File: src/rtl/sram_march_tester.sv
`default_nettype none
// ============================================================================
// Module   : sram_march_tester
// Brief    : Four-phase (W P / R P / W ~P / R ~P) SRAM tester with selectable
//            data patterns, first-failure capture and a saturating error count.
// Revision : 1.0 - initial parametrised release
// ============================================================================
module sram_march_tester #(
    parameter int          AW        = 21,
    parameter int          DW        = 8,
    parameter int unsigned ADDR_LAST = 2**AW - 1,
    parameter int          ACC_CYC   = 2,
    parameter int          CW        = 16
) (
    input  logic          clk,
    input  logic          rst_n,
    input  logic          start,
    input  logic [1:0]    mode,
    input  logic          stop_on_error,
    output logic [AW-1:0] sram_a,
    output logic [DW-1:0] sram_dout,
    input  logic [DW-1:0] sram_din,
    output logic          sram_oe,
    output logic          sram_we_n,
    output logic          busy,
    output logic          done,
    output logic          pass,
    output logic [1:0]    phase,
    output logic [CW-1:0] error_count,
    output logic [AW-1:0] fail_addr,
    output logic [DW-1:0] fail_expected,
    output logic [DW-1:0] fail_got
);

    localparam int              c_nch       = (AW + DW - 1) / DW;
    localparam int              c_cntw      = (ACC_CYC > 1) ? $clog2(ACC_CYC) : 1;
    localparam int              c_shw       = $clog2(DW);
    localparam logic [c_cntw-1:0] c_cnt_last = c_cntw'(ACC_CYC - 1);
    localparam logic [AW-1:0]   c_addr_last = AW'(ADDR_LAST);
    localparam logic [CW-1:0]   c_err_max   = '1;

    typedef enum logic [2:0] {
        S_IDLE     = 3'd0,
        S_WR_SETUP = 3'd1,
        S_WR_PULSE = 3'd2,
        S_WR_HOLD  = 3'd3,
        S_RD_WAIT  = 3'd4,
        S_RD_CHECK = 3'd5,
        S_DONE     = 3'd6
    } state_t;

    // Data pattern for one address; inv selects the complement used in phases 2/3.
    function automatic logic [DW-1:0] f_pattern(input logic [AW-1:0] a,
                                                input logic [1:0]    m,
                                                input logic          inv);
        logic [c_nch*DW-1:0] pad;
        logic [DW-1:0]       v;
        logic [DW-1:0]       chk;
        pad          = '0;
        pad[AW-1:0]  = a;
        v            = '0;
        chk          = '0;
        case (m)
            2'd0: begin
                for (int i = 0; i < c_nch; i++) begin
                    v = v ^ pad[i*DW +: DW];
                end
            end
            2'd1: begin
                for (int i = 0; i < DW; i++) begin
                    chk[i] = 1'((i % 2) == 1);
                end
                v = chk ^ {DW{a[0]}};
            end
            2'd2:    v = DW'(1) << pad[c_shw-1:0];
            default: v = '1;
        endcase
        return inv ? ~v : v;
    endfunction

    state_t              r_state;
    logic [AW-1:0]       r_addr;
    logic [c_cntw-1:0]   r_cnt;
    logic [1:0]          r_mode;
    logic [DW-1:0]       r_rd_data;

    state_t              w_state_nxt;
    logic [AW-1:0]       w_addr_nxt;
    logic [1:0]          w_phase_nxt;
    logic [c_cntw-1:0]   w_cnt_nxt;
    logic [1:0]          w_mode_nxt;
    logic [DW-1:0]       w_rd_nxt;
    logic [CW-1:0]       w_err_nxt;
    logic [AW-1:0]       w_fail_addr_nxt;
    logic [DW-1:0]       w_fail_exp_nxt;
    logic [DW-1:0]       w_fail_got_nxt;
    logic                w_step;
    logic                w_wr_nxt;
    logic [DW-1:0]       w_expected;

    assign w_expected = f_pattern(r_addr, r_mode, phase[1]);

    always_ff @(posedge clk) begin
        if (!rst_n) begin
            r_state       <= S_IDLE;
            r_addr        <= '0;
            r_cnt         <= '0;
            r_mode        <= '0;
            r_rd_data     <= '0;
            phase         <= '0;
            error_count   <= '0;
            fail_addr     <= '0;
            fail_expected <= '0;
            fail_got      <= '0;
            busy          <= 1'b0;
            done          <= 1'b0;
            pass          <= 1'b0;
            sram_a        <= '0;
            sram_dout     <= '0;
            sram_oe       <= 1'b0;
            sram_we_n     <= 1'b1;
        end else begin
            r_state       <= w_state_nxt;
            r_addr        <= w_addr_nxt;
            r_cnt         <= w_cnt_nxt;
            r_mode        <= w_mode_nxt;
            r_rd_data     <= w_rd_nxt;
            phase         <= w_phase_nxt;
            error_count   <= w_err_nxt;
            fail_addr     <= w_fail_addr_nxt;
            fail_expected <= w_fail_exp_nxt;
            fail_got      <= w_fail_got_nxt;
            busy          <= (w_state_nxt != S_IDLE) && (w_state_nxt != S_DONE);
            done          <= (w_state_nxt == S_DONE);
            pass          <= (w_state_nxt == S_DONE) && (w_err_nxt == '0);
            sram_a        <= w_addr_nxt;
            sram_dout     <= w_wr_nxt ? f_pattern(w_addr_nxt, w_mode_nxt, w_phase_nxt[1]) : '0;
            sram_oe       <= w_wr_nxt;
            sram_we_n     <= (w_state_nxt != S_WR_PULSE);
        end
    end

    // Bus outputs are decoded from the next state so they are valid for the
    // whole of the cycle spent in that state.
    always_comb begin
        w_state_nxt     = r_state;
        w_addr_nxt      = r_addr;
        w_phase_nxt     = phase;
        w_cnt_nxt       = r_cnt;
        w_mode_nxt      = r_mode;
        w_rd_nxt        = r_rd_data;
        w_err_nxt       = error_count;
        w_fail_addr_nxt = fail_addr;
        w_fail_exp_nxt  = fail_expected;
        w_fail_got_nxt  = fail_got;
        w_step          = 1'b0;

        case (r_state)
            S_IDLE, S_DONE: begin
                if (start) begin
                    w_state_nxt     = S_WR_SETUP;
                    w_addr_nxt      = '0;
                    w_phase_nxt     = 2'd0;
                    w_cnt_nxt       = '0;
                    w_mode_nxt      = mode;
                    w_err_nxt       = '0;
                    w_fail_addr_nxt = '0;
                    w_fail_exp_nxt  = '0;
                    w_fail_got_nxt  = '0;
                end
            end
            S_WR_SETUP: begin
                w_state_nxt = S_WR_PULSE;
                w_cnt_nxt   = '0;
            end
            S_WR_PULSE: begin
                if (r_cnt == c_cnt_last) begin
                    w_state_nxt = S_WR_HOLD;
                    w_cnt_nxt   = '0;
                end else begin
                    w_cnt_nxt = r_cnt + 1'b1;
                end
            end
            S_WR_HOLD: begin
                w_step = 1'b1;
            end
            S_RD_WAIT: begin
                if (r_cnt == c_cnt_last) begin
                    w_rd_nxt    = sram_din;
                    w_state_nxt = S_RD_CHECK;
                    w_cnt_nxt   = '0;
                end else begin
                    w_cnt_nxt = r_cnt + 1'b1;
                end
            end
            S_RD_CHECK: begin
                w_step = 1'b1;
                if (r_rd_data != w_expected) begin
                    if (error_count != c_err_max) begin
                        w_err_nxt = error_count + 1'b1;
                    end
                    // A zero count means no earlier mismatch in this run.
                    if (error_count == '0) begin
                        w_fail_addr_nxt = r_addr;
                        w_fail_exp_nxt  = w_expected;
                        w_fail_got_nxt  = r_rd_data;
                    end
                    if (stop_on_error) begin
                        w_step      = 1'b0;
                        w_state_nxt = S_DONE;
                    end
                end
            end
            default: begin
                w_state_nxt = S_IDLE;
            end
        endcase

        if (w_step) begin
            w_cnt_nxt = '0;
            if (r_addr == c_addr_last) begin
                w_addr_nxt = '0;
                if (phase == 2'd3) begin
                    w_state_nxt = S_DONE;
                end else begin
                    w_phase_nxt = phase + 2'd1;
                    w_state_nxt = w_phase_nxt[0] ? S_RD_WAIT : S_WR_SETUP;
                end
            end else begin
                w_addr_nxt  = r_addr + 1'b1;
                w_state_nxt = phase[0] ? S_RD_WAIT : S_WR_SETUP;
            end
        end

        w_wr_nxt = (w_state_nxt == S_WR_SETUP) || (w_state_nxt == S_WR_PULSE) ||
                   (w_state_nxt == S_WR_HOLD);
    end

endmodule
`default_nettype wire

File: config.mk
export PLATFORM = sky130hd
export DESIGN_NAME = sram_march_tester
export DESIGN_NICKNAME = d
export VERILOG_FILES = /design/src/rtl/sram_march_tester.sv
export SDC_FILE = /design/constraint.sdc
export NUM_CORES = 1
export LEC_CHECK = 0
export BUFFER_PORTS_ARGS = -buffer_cell sky130_fd_sc_hd__clkbuf_2
export CAP_MARGIN = 10
export CORE_ASPECT_RATIO = 0.7
export CORE_UTILIZATION = 35
export CTS_BUF_LIST = sky130_fd_sc_hd__clkbuf_16
export DETAILED_ROUTE_END_ITERATION = 12
export MAX_ROUTING_LAYER = met4
export PLACE_DENSITY_LB_ADDON = 0.3
export SYNTH_ARGS = -nofsm -noshare
export SYNTH_HDL_FRONTEND = slang
export SYNTH_SLANG_ARGS = --single-unit
export TNS_END_PERCENT = 100
File: constraint.sdc
create_clock -name clk -period 4.39 [get_ports clk]
set_input_delay 0.878 -clock clk [delete_from_list [all_inputs] [get_ports clk]]
set_output_delay 0.878 -clock clk [all_outputs]
set_load 0.03 [all_outputs]
==> out/results.ini <==
[clocking]
postCtsSetupBuffers = 0
postCtsResizedCells = 0
cts_buffer_depth = 2
clock_latency_ns = 0.36
cts.sinks = 103
cts_tree = yes
cts_root_buf = clkbuf_16
cts_htree_levels = 3
postCtsHoldBufs = 0
cts_buffers = 9
clkSlewWorstSetupHoldPaths_ns = 0.07

[timing]
tightest_slew_ns = 0.934
finalClockSkew_ns = 0.00731
worst_slack_ns = 0.338
slew_headroom = 0.374
final.period_utilization = 0.923
fin_crit_ns = 4.05
hold_viol_final = 0
setup_tns_ns = 0
fmax_mhz = 247
rsz0062_at_grt = false
slew_violations = 0
setup_viol = 0

[yosys]
synth_xor_area_frac = 0.0695
synth_compound_area_frac = 0.202
yosys.area_share.simple = 0.282
synth_top_family_by_area = simple AND/OR/NAND/NOR gates
synthAdderAreaFrac = 0.0219
synth_nets = 816
synth.area.mux_share = 0.0414
synthCells = 791
ys_ff_latch = 103
synth.distinct_cells = 86
synth-edff-count = 0
ys.flop_type = dfxtp_1
async_flop_share = 0
ys_seq_area_frac = 0.328
synth_area_um2 = 6280
yosys_warnings = 0
postSynthAreaPerCell_um2 = 7.94

[drt]
wire_per_inst_um = 18.1
final_antenna_net_count = 0
vias_per_cell = 5.58
drc = 0
wirelength_um = 20000
drtPass1Iterations = 5
vias = 6190
drtIter0Drc = 706

[global_route]
grt_pass1_vias = 5337
grt_max_degree = 72
overflow = 0
grt_antenna_before_repair = 0
track_usage = 0.228
grt_pass1_wl_um = 31300

[layout]
nets = 899
insertedDiodeCount = 0
final_common_cell = dfxtp_1
drive_gt1_frac = 0.210
area_delta_synth_final_pct = 16.7
layout_common_cells = 103 x dfxtp_1, 102 x clkbuf_2, 88 x nand2_1

[critical_path]
crit_arrival_ns = 4.33
cp_common_cell = ha_1
cp_slowest_cell = dfxtp_1
worstSetupStartpointType = flip-flop
cp_max_fo = 14
critPathMaxStageDelay_ns = 0.56
crit_chain = ha_1, ha_1, a21oi_1, o22ai_1, xnor2_1, nand4_1, a2111oi_4, nor2_1, or3_1, o21ai_1, nand2_1, mux2i_1
critPathKind = reg -> reg
required_ns = 4.67
worstSetupEndpointType = flip-flop

[floorplanning]
io_pins = 103
die_area_um2 = 18500
core_um2 = 17400
start_util = 0.362
rows = 40
die_w_um = 162
fp.dieH_um = 114

[min_path]
min_path_type = reg -> reg

[power_and_ir_drop]
leakage_uw = 0.00284
cellPowerDensity_nw_per_um2 = 297
vdd_ir_drop_max_uv = 162

[outcome]
status = finished, final reports clean

[placed_design]
gp_congestion = 0.953
port_buffers = 102
hpwl_um = 14600
dp_slack_ns = 0.423

[job]
cap_violations = 0

[path summary, 6_finish.rpt]
path | from | to | slack (ns) | depth (start not counted)
max reg2reg | r_addr[1]$_SDFF_PN0_ | sram_dout[3]$_SDFF_PN0_ | 0.34 | 12
min | fail_addr[1]$_SDFFE_PN0P_ | fail_addr[1]$_SDFFE_PN0P_ | 0.45 | 2
max | r_addr[1]$_SDFF_PN0_ | sram_dout[3]$_SDFF_PN0_ | 0.34 | 12
min reg2reg | fail_addr[1]$_SDFFE_PN0P_ | fail_addr[1]$_SDFFE_PN0P_ | 0.45 | 2
[layout make-up]
class,instances,area [µm²]
clock buffer,9,225
clock inverter,6,61.3
fill,1782,10000
inverter,14,52.6
multi-input combinational,611,3880
sequential,103,2060
tap,231,289
timing repair buffer,135,758
[registers in the layout, summed over array words and instances, names as in the netlist]
signal and cells:
sram_we_n 1, fail_addr 21, busy 1, phase 2, pass 1, done 1, sram_oe 1, r_rd_data 8
fail_got 8, sram_dout 8, r_cnt 1, r_state 3, fail_expected 8, r_mode 2, error_count 16, r_addr 21
[power breakdown]
part / switching, µW / internal, µW / total [µW]
registers: 23.9 / 952 / 976
logic: 259 / 126 / 385
clock network: 374 / 439 / 813
total: 657 / 1520 / 2170
[routing by layer]
metal | GRT usage | part of all wire
met1 | 0.357 | 0.52
met3 | 0.0587 | 0.096
met2 | 0.274 | 0.38
met4 | 0.0553 | 0.012
met5 | - | 0
[cell usage after synthesis, types with 5 or more instances]
cell type	n	area, µm²
xor2_1	14	123
nor2_1	65	244
nand3b_1	7	52.6
nor3_1	19	95.1
o22ai_1	5	31.3
nand2b_1	6	37.5
nand2_1	88	330
nand4_1	9	56.3
ha_1	11	138
mux2i_1	19	190
inv_1	12	45.0
a31oi_1	12	75.1
a21oi_1	70	350
mux2_2	5	56.3
o21a_1	7	52.6
and2_1	25	156
xnor2_1	20	175
clkbuf_1	34	128
and3_1	8	50.1
buf_2	21	105
nand3_1	63	315
or3_1	6	37.5
o21ai_0	36	180
dfxtp_1	103	2060
o211ai_1	7	52.6
nor2b_1	9	56.3
nor4_1	10	62.6
[cell families after synthesis]
family | after synthesis
buf+inv | 77
flops | 103
compound gates | 191
xor+xnor | 41
fa+ha+maj | 11
simple gates | 343
mux | 25
[worst max-delay path, delay by kind of cell, from the launching register on]
kind / cells / cell delay, ns
and+or+nand+nor: 4 / 1.32
AOI/OAI and AO/OA: 4 / 1.22
DFF: 1 / 0.56
adders and majority gates: 2 / 0.52
muxes: 1 / 0.20
xor gates and xnor gates: 1 / 0.17
[stage by stage]
stage	instance area, µm²	std cells	utilization	total power, µW	hold WS (ns)
2_1_floorplan	6280	791	-	1280	0.472
3_3_place_gp	7040	1094	0.405	1380	0.439
3_5_place_dp	7040	1094	0.405	1380	0.444
4_1_cts	7330	1109	0.422	2190	0.453
5_1_grt	7330	1109	0.422	2270	0.468
6_report	7330	1109	0.422	2170	0.452
Power figures use the tool's default switching activity.
